File: src/rtl/exec_result_tracker.sv
// ---------------------------------------------------------------------------
// exec_result_tracker
//
// Purpose:
//   In-order result tracker for the execute stage. Each issued op takes one of
//   DEPTH tagged slots, kept in a circular FIFO where head is the oldest op.
//   Ops can complete out of order: an op may be done at issue (ALU, jal link),
//   or it completes later through the tagged result port (FPU, mem, UART).
//   Writeback to the register file always happens in order, at most one op
//   per cycle. Two combinational lookups forward in-flight results, or signal
//   a stall when the producer has not finished yet. A flush squashes every
//   in-flight op and toggles the epoch bit. Late results that still carry the
//   old epoch are then ignored.
//
// Ports:
//   clk_i, rst_ni                 clock, asynchronous active-low reset
//   issue_valid_i/issue_ready_o   issue handshake (ready = ~full & ~flush)
//   issue_wen_i/issue_fmode_i/issue_rd_i   destination of the op
//   issue_done_i/issue_data_i     result already known at issue
//   issue_tag_o                   {epoch, tail} of the slot being allocated
//   res_valid_i/res_tag_i/res_data_i       long-latency completion
//   flush_i                       squash all in-flight ops
//   srcN_fmode_i/srcN_no_i        lookup keys (N = 1, 2)
//   srcN_hit_o/srcN_stall_o/srcN_data_o    forwarding results
//   wb_valid_o/wb_wen_o/wb_fmode_o/wb_reg_o/wb_data_o  registered writeback
// ---------------------------------------------------------------------------
module exec_result_tracker #(
    parameter  int DEPTH = 4,
    parameter  int XLEN  = 32,
    parameter  int REG_W = 5,
    localparam int IDX_W = $clog2(DEPTH),
    localparam int TAG_W = IDX_W + 1
) (
    input  logic             clk_i,
    input  logic             rst_ni,
    input  logic             issue_valid_i,
    output logic             issue_ready_o,
    input  logic             issue_wen_i,
    input  logic             issue_fmode_i,
    input  logic [REG_W-1:0] issue_rd_i,
    input  logic             issue_done_i,
    input  logic [XLEN-1:0]  issue_data_i,
    output logic [TAG_W-1:0] issue_tag_o,
    input  logic             res_valid_i,
    input  logic [TAG_W-1:0] res_tag_i,
    input  logic [XLEN-1:0]  res_data_i,
    input  logic             flush_i,
    input  logic             src1_fmode_i,
    input  logic [REG_W-1:0] src1_no_i,
    input  logic             src2_fmode_i,
    input  logic [REG_W-1:0] src2_no_i,
    output logic             src1_hit_o,
    output logic             src1_stall_o,
    output logic [XLEN-1:0]  src1_data_o,
    output logic             src2_hit_o,
    output logic             src2_stall_o,
    output logic [XLEN-1:0]  src2_data_o,
    output logic             wb_valid_o,
    output logic             wb_wen_o,
    output logic             wb_fmode_o,
    output logic [REG_W-1:0] wb_reg_o,
    output logic [XLEN-1:0]  wb_data_o
);

    localparam int CNT_W = IDX_W + 1;

    // Slot storage
    logic [DEPTH-1:0] valid_q, valid_d;
    logic [DEPTH-1:0] done_q,  done_d;
    logic [DEPTH-1:0] wen_q,   wen_d;
    logic [DEPTH-1:0] fmode_q, fmode_d;
    logic [REG_W-1:0] rd_q   [DEPTH];
    logic [REG_W-1:0] rd_d   [DEPTH];
    logic [XLEN-1:0]  data_q [DEPTH];
    logic [XLEN-1:0]  data_d [DEPTH];

    // FIFO pointers and epoch
    logic [IDX_W-1:0] head_q, head_d;
    logic [IDX_W-1:0] tail_q, tail_d;
    logic [CNT_W-1:0] count_q, count_d;
    logic             epoch_q, epoch_d;

    // Registered writeback port
    logic             wb_valid_q, wb_valid_d;
    logic             wb_wen_q,   wb_wen_d;
    logic             wb_fmode_q, wb_fmode_d;
    logic [REG_W-1:0] wb_reg_q,   wb_reg_d;
    logic [XLEN-1:0]  wb_data_q,  wb_data_d;

    logic             full;
    logic             issue_fire;
    logic             wb_fire;
    logic [DEPTH-1:0] slot_res_hit;
    logic [DEPTH-1:0] match1;
    logic [DEPTH-1:0] match2;

    // A full tracker refuses issue even when the head pops on the same edge,
    // so a slot is never freed and reused in one cycle.
    assign full          = (count_q == CNT_W'(DEPTH));
    assign issue_ready_o = ~full & ~flush_i;
    assign issue_fire    = issue_valid_i & issue_ready_o;
    assign issue_tag_o   = {epoch_q, tail_q};
    assign wb_fire       = valid_q[head_q] & done_q[head_q] & ~flush_i;

    // Per-slot completion and lookup matching. A completion only lands on a
    // valid, still-pending slot of the current epoch. Integer r0 never matches
    // because it is hard-wired to zero.
    for (genvar gi = 0; gi < DEPTH; gi++) begin : g_slot
        assign slot_res_hit[gi] = res_valid_i
                                & (res_tag_i == {epoch_q, IDX_W'(gi)})
                                & valid_q[gi] & ~done_q[gi];
        assign match1[gi] = valid_q[gi] & wen_q[gi]
                          & (fmode_q[gi] == src1_fmode_i)
                          & (rd_q[gi] == src1_no_i)
                          & ~(~fmode_q[gi] & (rd_q[gi] == '0));
        assign match2[gi] = valid_q[gi] & wen_q[gi]
                          & (fmode_q[gi] == src2_fmode_i)
                          & (rd_q[gi] == src2_no_i)
                          & ~(~fmode_q[gi] & (rd_q[gi] == '0));
    end

    // Forwarding. The scan walks from head (oldest) towards tail, so the last
    // match seen is the youngest producer of the register. A result arriving
    // this cycle for that producer is bypassed straight through.
    always_comb begin
        logic             found1, found2;
        logic [IDX_W-1:0] sel1, sel2;
        logic [IDX_W-1:0] idx;
        found1 = 1'b0;
        found2 = 1'b0;
        sel1   = '0;
        sel2   = '0;
        idx    = '0;
        for (int k = 0; k < DEPTH; k++) begin
            idx = head_q + IDX_W'(k);
            if (match1[idx]) begin
                found1 = 1'b1;
                sel1   = idx;
            end
            if (match2[idx]) begin
                found2 = 1'b1;
                sel2   = idx;
            end
        end

        src1_hit_o   = found1;
        src1_stall_o = 1'b0;
        src1_data_o  = '0;
        if (found1) begin
            if (done_q[sel1]) begin
                src1_data_o = data_q[sel1];
            end else if (slot_res_hit[sel1]) begin
                src1_data_o = res_data_i;
            end else begin
                src1_stall_o = 1'b1;
                src1_data_o  = data_q[sel1];
            end
        end

        src2_hit_o   = found2;
        src2_stall_o = 1'b0;
        src2_data_o  = '0;
        if (found2) begin
            if (done_q[sel2]) begin
                src2_data_o = data_q[sel2];
            end else if (slot_res_hit[sel2]) begin
                src2_data_o = res_data_i;
            end else begin
                src2_stall_o = 1'b1;
                src2_data_o  = data_q[sel2];
            end
        end
    end

    // Next-state logic
    always_comb begin
        valid_d = valid_q;
        done_d  = done_q;
        wen_d   = wen_q;
        fmode_d = fmode_q;
        for (int i = 0; i < DEPTH; i++) begin
            rd_d[i]   = rd_q[i];
            data_d[i] = data_q[i];
        end
        head_d     = head_q;
        tail_d     = tail_q;
        count_d    = count_q;
        epoch_d    = epoch_q;
        wb_valid_d = 1'b0;
        wb_wen_d   = wb_wen_q;
        wb_fmode_d = wb_fmode_q;
        wb_reg_d   = wb_reg_q;
        wb_data_d  = wb_data_q;

        if (flush_i) begin
            // Same-edge issue, completion and head writeback are all dropped.
            valid_d = '0;
            done_d  = '0;
            head_d  = '0;
            tail_d  = '0;
            count_d = '0;
            epoch_d = ~epoch_q;
        end else begin
            for (int i = 0; i < DEPTH; i++) begin
                if (slot_res_hit[i]) begin
                    done_d[i] = 1'b1;
                    data_d[i] = res_data_i;
                end
            end

            if (wb_fire) begin
                wb_valid_d      = 1'b1;
                wb_wen_d        = wen_q[head_q];
                wb_fmode_d      = fmode_q[head_q];
                wb_reg_d        = rd_q[head_q];
                wb_data_d       = data_q[head_q];
                valid_d[head_q] = 1'b0;
                head_d          = head_q + IDX_W'(1);
            end

            // Issue never lands on the popping slot: a pop needs count>0 and
            // issue needs count<DEPTH, so tail differs from head then.
            if (issue_fire) begin
                valid_d[tail_q] = 1'b1;
                done_d[tail_q]  = issue_done_i;
                wen_d[tail_q]   = issue_wen_i;
                fmode_d[tail_q] = issue_fmode_i;
                rd_d[tail_q]    = issue_rd_i;
                data_d[tail_q]  = issue_done_i ? issue_data_i : '0;
                tail_d          = tail_q + IDX_W'(1);
            end

            case ({issue_fire, wb_fire})
                2'b10:   count_d = count_q + CNT_W'(1);
                2'b01:   count_d = count_q - CNT_W'(1);
                default: count_d = count_q;
            endcase
        end
    end

    always_ff @(posedge clk_i or negedge rst_ni) begin
        if (!rst_ni) begin
            valid_q <= '0;
            done_q  <= '0;
            wen_q   <= '0;
            fmode_q <= '0;
            for (int i = 0; i < DEPTH; i++) begin
                rd_q[i]   <= '0;
                data_q[i] <= '0;
            end
            head_q     <= '0;
            tail_q     <= '0;
            count_q    <= '0;
            epoch_q    <= 1'b0;
            wb_valid_q <= 1'b0;
            wb_wen_q   <= 1'b0;
            wb_fmode_q <= 1'b0;
            wb_reg_q   <= '0;
            wb_data_q  <= '0;
        end else begin
            valid_q <= valid_d;
            done_q  <= done_d;
            wen_q   <= wen_d;
            fmode_q <= fmode_d;
            for (int i = 0; i < DEPTH; i++) begin
                rd_q[i]   <= rd_d[i];
                data_q[i] <= data_d[i];
            end
            head_q     <= head_d;
            tail_q     <= tail_d;
            count_q    <= count_d;
            epoch_q    <= epoch_d;
            wb_valid_q <= wb_valid_d;
            wb_wen_q   <= wb_wen_d;
            wb_fmode_q <= wb_fmode_d;
            wb_reg_q   <= wb_reg_d;
            wb_data_q  <= wb_data_d;
        end
    end

    assign wb_valid_o = wb_valid_q;
    assign wb_wen_o   = wb_wen_q;
    assign wb_fmode_o = wb_fmode_q;
    assign wb_reg_o   = wb_reg_q;
    assign wb_data_o  = wb_data_q;

endmodule
File: config.mk
export PLATFORM = sky130hd
export DESIGN_NAME = exec_result_tracker
export DESIGN_NICKNAME = d
export VERILOG_FILES = /design/src/rtl/exec_result_tracker.sv
export SDC_FILE = /design/constraint.sdc
export NUM_CORES = 1
export LEC_CHECK = 0
export CORE_UTILIZATION = 45
export DETAILED_ROUTE_END_ITERATION = 10
export GPL_TIMING_DRIVEN = 0
export PLACE_DENSITY = 0.73
export SLEW_MARGIN = 30
export SYNTH_ARGS = -nofsm -noshare
export SYNTH_HDL_FRONTEND = slang
export SYNTH_SLANG_ARGS = --single-unit
File: constraint.sdc
create_clock -name clk_i -period 6.99 [get_ports clk_i]
set_input_delay 1.0485 -clock clk_i [delete_from_list [all_inputs] [get_ports clk_i]]
set_output_delay 1.0485 -clock clk_i [all_outputs]
set_load 0.01 [all_outputs]
==> impl_metrics.csv <==
group,metric,value,unit
floorplan,rows,64,
cells_and_area,fin_cells,2106,
floorplan,num_io_pins,204,
place,place_hpwl,40600,um
power,report.power.total,4.56,mW
clock_network,cts_tree,"built",
synth,syn_nets,1565,
synth,postSynthCellCount,1464,
critical_path,startpoint_type,"flop",
synth,synthArstFlopShare,100,%
timing,fmax,153,MHz
clock_network,clkSlewWorstSetupHoldPaths,0.06,ns
timing,finalSetupViolations,0,
power,ir_drop,162,uV
clock_network,h-tree-depth,1,
critical_path,path_max_fanout,10,
critical_path,path_common_cell,"clkbuf_1",
clock_network,root_buffer,"clkbuf_16",
synth,syn_area_per_cell,9.78,sq um
global_route,antenna_found_initial,1,
clock_network,post_cts.repair.setup_buffers,0,
global_route,grt_pass1_wl,90700,um
floorplan,dieArea,32500,sq um
critical_path,cpPeakStageDelay,0.62,ns
synth,netlist_area,14300,sq um
timing,relSlewSlack,23.3,%
critical_path,crit_path_top_delay_cell,"clkbuf_1",
global_route,grt_pass1_vias,14711,
timing,setup_tns,0,ns
drt,route.detailed.drc,0,
critical_path,critPathKind,"flop to output pin",
power,powerDensity,257,nW/um^2
run_status,status,"completed",
synth,seq_area_frac_synth,37.1,%
timing,setup_slack,0.449,ns
timing,rsz0062_at_grt,"no",
place,finalWeightedCongestion,0.985,
timing,finalCritPeriodShare,93.6,%
floorplan,start_util,46.3,%
clock_network,cts-hold-fix-buffers,0,
timing,min_period,6.54,ns
drt,ant_nets,0,
global_route,grtUsageTotal,36.6,%
floorplan,fp.dieH,180,um
floorplan,fp.coreArea,30900,sq um
place,pre_cts_slack,0.647,ns
synth,yosys_register_bits,212,
drt,wl_per_cell,28.9,um
clock_network,clock_sinks,212,
timing,finClkSkew,0.0193,ns
place,dpl_cell_area,16900,sq um
timing,finalHoldViolations,0,
global_route,grt_max_degree,78,
power,leakage,6.72,nW
clock_network,clk_latency,0.56,ns
drt,dr.pass1.iters,7,
clock_network,clock_path_buffers,3,
global_route,grt-ovfl-total,0,
synth,synth_cell_types,73,
clock_network,cts_resized,0,
drt,drtIter0Drc,2142,
synth,synth_edf_count,0,
cells_and_area,drive_gt1_share,13.8,%
drt,dr.max_layer_used,"met4",
place,port_buffers,201,
timing,final_max_slew_viol_count,0,
synth,synth_flop_cell,"dfrtp_1",
drt,wl_met2,26100,um
timing,tightest_slew,1.15,ns
drt,via_count,14906,
critical_path,critPathRequiredTime,5.94,ns
clock_network,cts_inserted_buffers,26,
min_path,hold_path_class,"input pin to asynchronous set/reset pin",
floorplan,die_x,180,um
drt,routed_via_density,7.08,
drt,wl_met1,22700,um
critical_path,critPathArrivalTime,5.49,ns
synth,ys_warn_count,0,
place,placed_cells,2063,
cells_and_area,area_growth,24.0,%
drt,wl,60800,um
critical_path,cp_cell_sequence,"clkbuf_1 -> clkinv_1 -> ha_1 -> clkbuf_1 -> nand2_1 -> or4_1 -> nand4_1 -> o211ai_2 -> o211ai_1 -> clkbuf_1 -> o22a_1 -> o221a_1 -> clkdlybuf4s50_1",
drt,met3_length,8630,um
critical_path,end_kind,"output pin",
cells_and_area,nNetsFinal,1796,
job,cap_violations,0,
cells_and_area,final_cell_area,17800,sq um
placed cells by master (no fill, tap or decap), types with 32 or more instances in the layout:
cell type          n
dfrtp_1          212
mux2_2           106
o22a_1            32
nor3_1            47
o221a_1           32
nand2_1          173
nor2_1            57
o21ai_0          138
clkdlybuf4s50_1  200
clkbuf_1         127
a211oi_1          33
nand3_1           59
a32oi_1          129
mux4_2            39
final timing paths:
path / depth (start not counted) / start / end / slack [ns]
max: 13 / head_q[1]$_DFFE_PN0P_ / src2_data_o[30] / 0.45
min: 1 / rst_ni / data_q[113]$_DFFE_PN0N_ / 0.47
max reg2reg: 8 / head_q[0]$_DFFE_PN0P_ / wb_data_o[28]$_DFFE_PN0P_ / 3.18
min reg2reg: 1 / wb_data_o[1]$_DFFE_PN0P_ / wb_data_o[1]$_DFFE_PN0P_ / 0.51
max in group asynchronous: 2 / rst_ni / rd_q[7]$_DFFE_PN0P_ / 5.72
min in group clk_i: 1 / wb_data_o[1]$_DFFE_PN0P_ / wb_data_o[1]$_DFFE_PN0P_ / 0.51
sequential cells by signal (all words and copies together) (netlist names), 2 cells and up:
name       flops
wb_reg_o       5
rd_q          20
fmode_q        4
wen_q          4
head_q         2
count_q        3
wb_data_o     32
valid_q        4
data_q       128
tail_q         2
done_q         4
cell families after synthesis:
kind of cell / count (synthesis) / share of synthesized area, %
fa+ha+maj: 9 / 0.839
mux: 181 / 17.3
xor+xnor: 54 / 3.30
compound gates: 441 / 23.9
simple gates: 386 / 12.2
buf+inv: 181 / 5.34
flops: 212 / 37.1
synthesized netlist by cell type (5+ instances only):
library cell    n  share of area [%]
a211oi_1       33                1.7
a21oi_1         9               0.31
a32oi_1       129                7.9
and3_1          5               0.22
buf_2           7               0.24
buf_6           8               0.63
clkbuf_1      127                3.3
dfrtp_1       212                 37
ha_1            8               0.70
inv_1          28               0.73
mux2_1         16                1.3
mux2_2        106                8.3
mux2i_1        17                1.2
mux4_2         39                6.1
nand2_1       173                4.5
nand3_1        59                2.1
nand4_1         9               0.39
nor2_1         57                1.5
nor3_1         47                1.6
nor4_1          8               0.35
o211ai_1       23                1.2
o21ai_0       138                4.8
o221a_1        32                2.5
o221ai_2       10                1.0
o22a_1         32                2.0
o311a_1         5               0.35
or4_1           6               0.31
xnor2_1        28                1.7
xor2_1         26                1.6
worst max-delay path, delay by kind of cell (launching register included):
kind | cells | cell delay (ns)
buffers and inverters | 5 | 2.36
AO/OA/AOI/OAI | 4 | 1.16
AND/OR/NAND/NOR | 3 | 0.64
adder cells (fa/ha/maj) | 1 | 0.40
flip-flops | 1 | 0.38
metal layers:
metal | track usage, % | vias up
li1 | - | 6109
met3 | 12.1 | 267
met5 | 0 | -
met1 | 47.3 | 7197
met2 | 54.1 | 1333
met4 | 19.8 | 0
per-stage QoR:
step	utilization, %	hold WS, ns
3_3_place_gp	54.4	0.489
3_5_place_dp	54.7	0.495
2_1_floorplan	-	0.481
6_report	57.5	0.466
5_1_grt	57.4	0.498
4_1_cts	57.4	0.491
final cells by class:
| type | instances | area (sq um) |
|---|---|---|
| Clock buffer | 32 | 694 |
| Antenna cell | 2 | 5.00 |
| Clock inverter | 9 | 150 |
| Buffer | 151 | 658 |
| Fill cell | 2686 | 13200 |
| Timing Repair Buffer | 203 | 2070 |
| Tap cell | 396 | 495 |
| Multi-Input combinational cell | 1071 | 8270 |
| Sequential cell | 212 | 5310 |
| Inverter | 30 | 113 |
power breakdown:
part / switching (mW) / internal (mW)
clock network: 0.560 / 0.842
logic: 0.580 / 0.674
registers: 0.359 / 1.54
total: 1.50 / 3.06
Note: power is estimated with default switching activity, not from simulation.
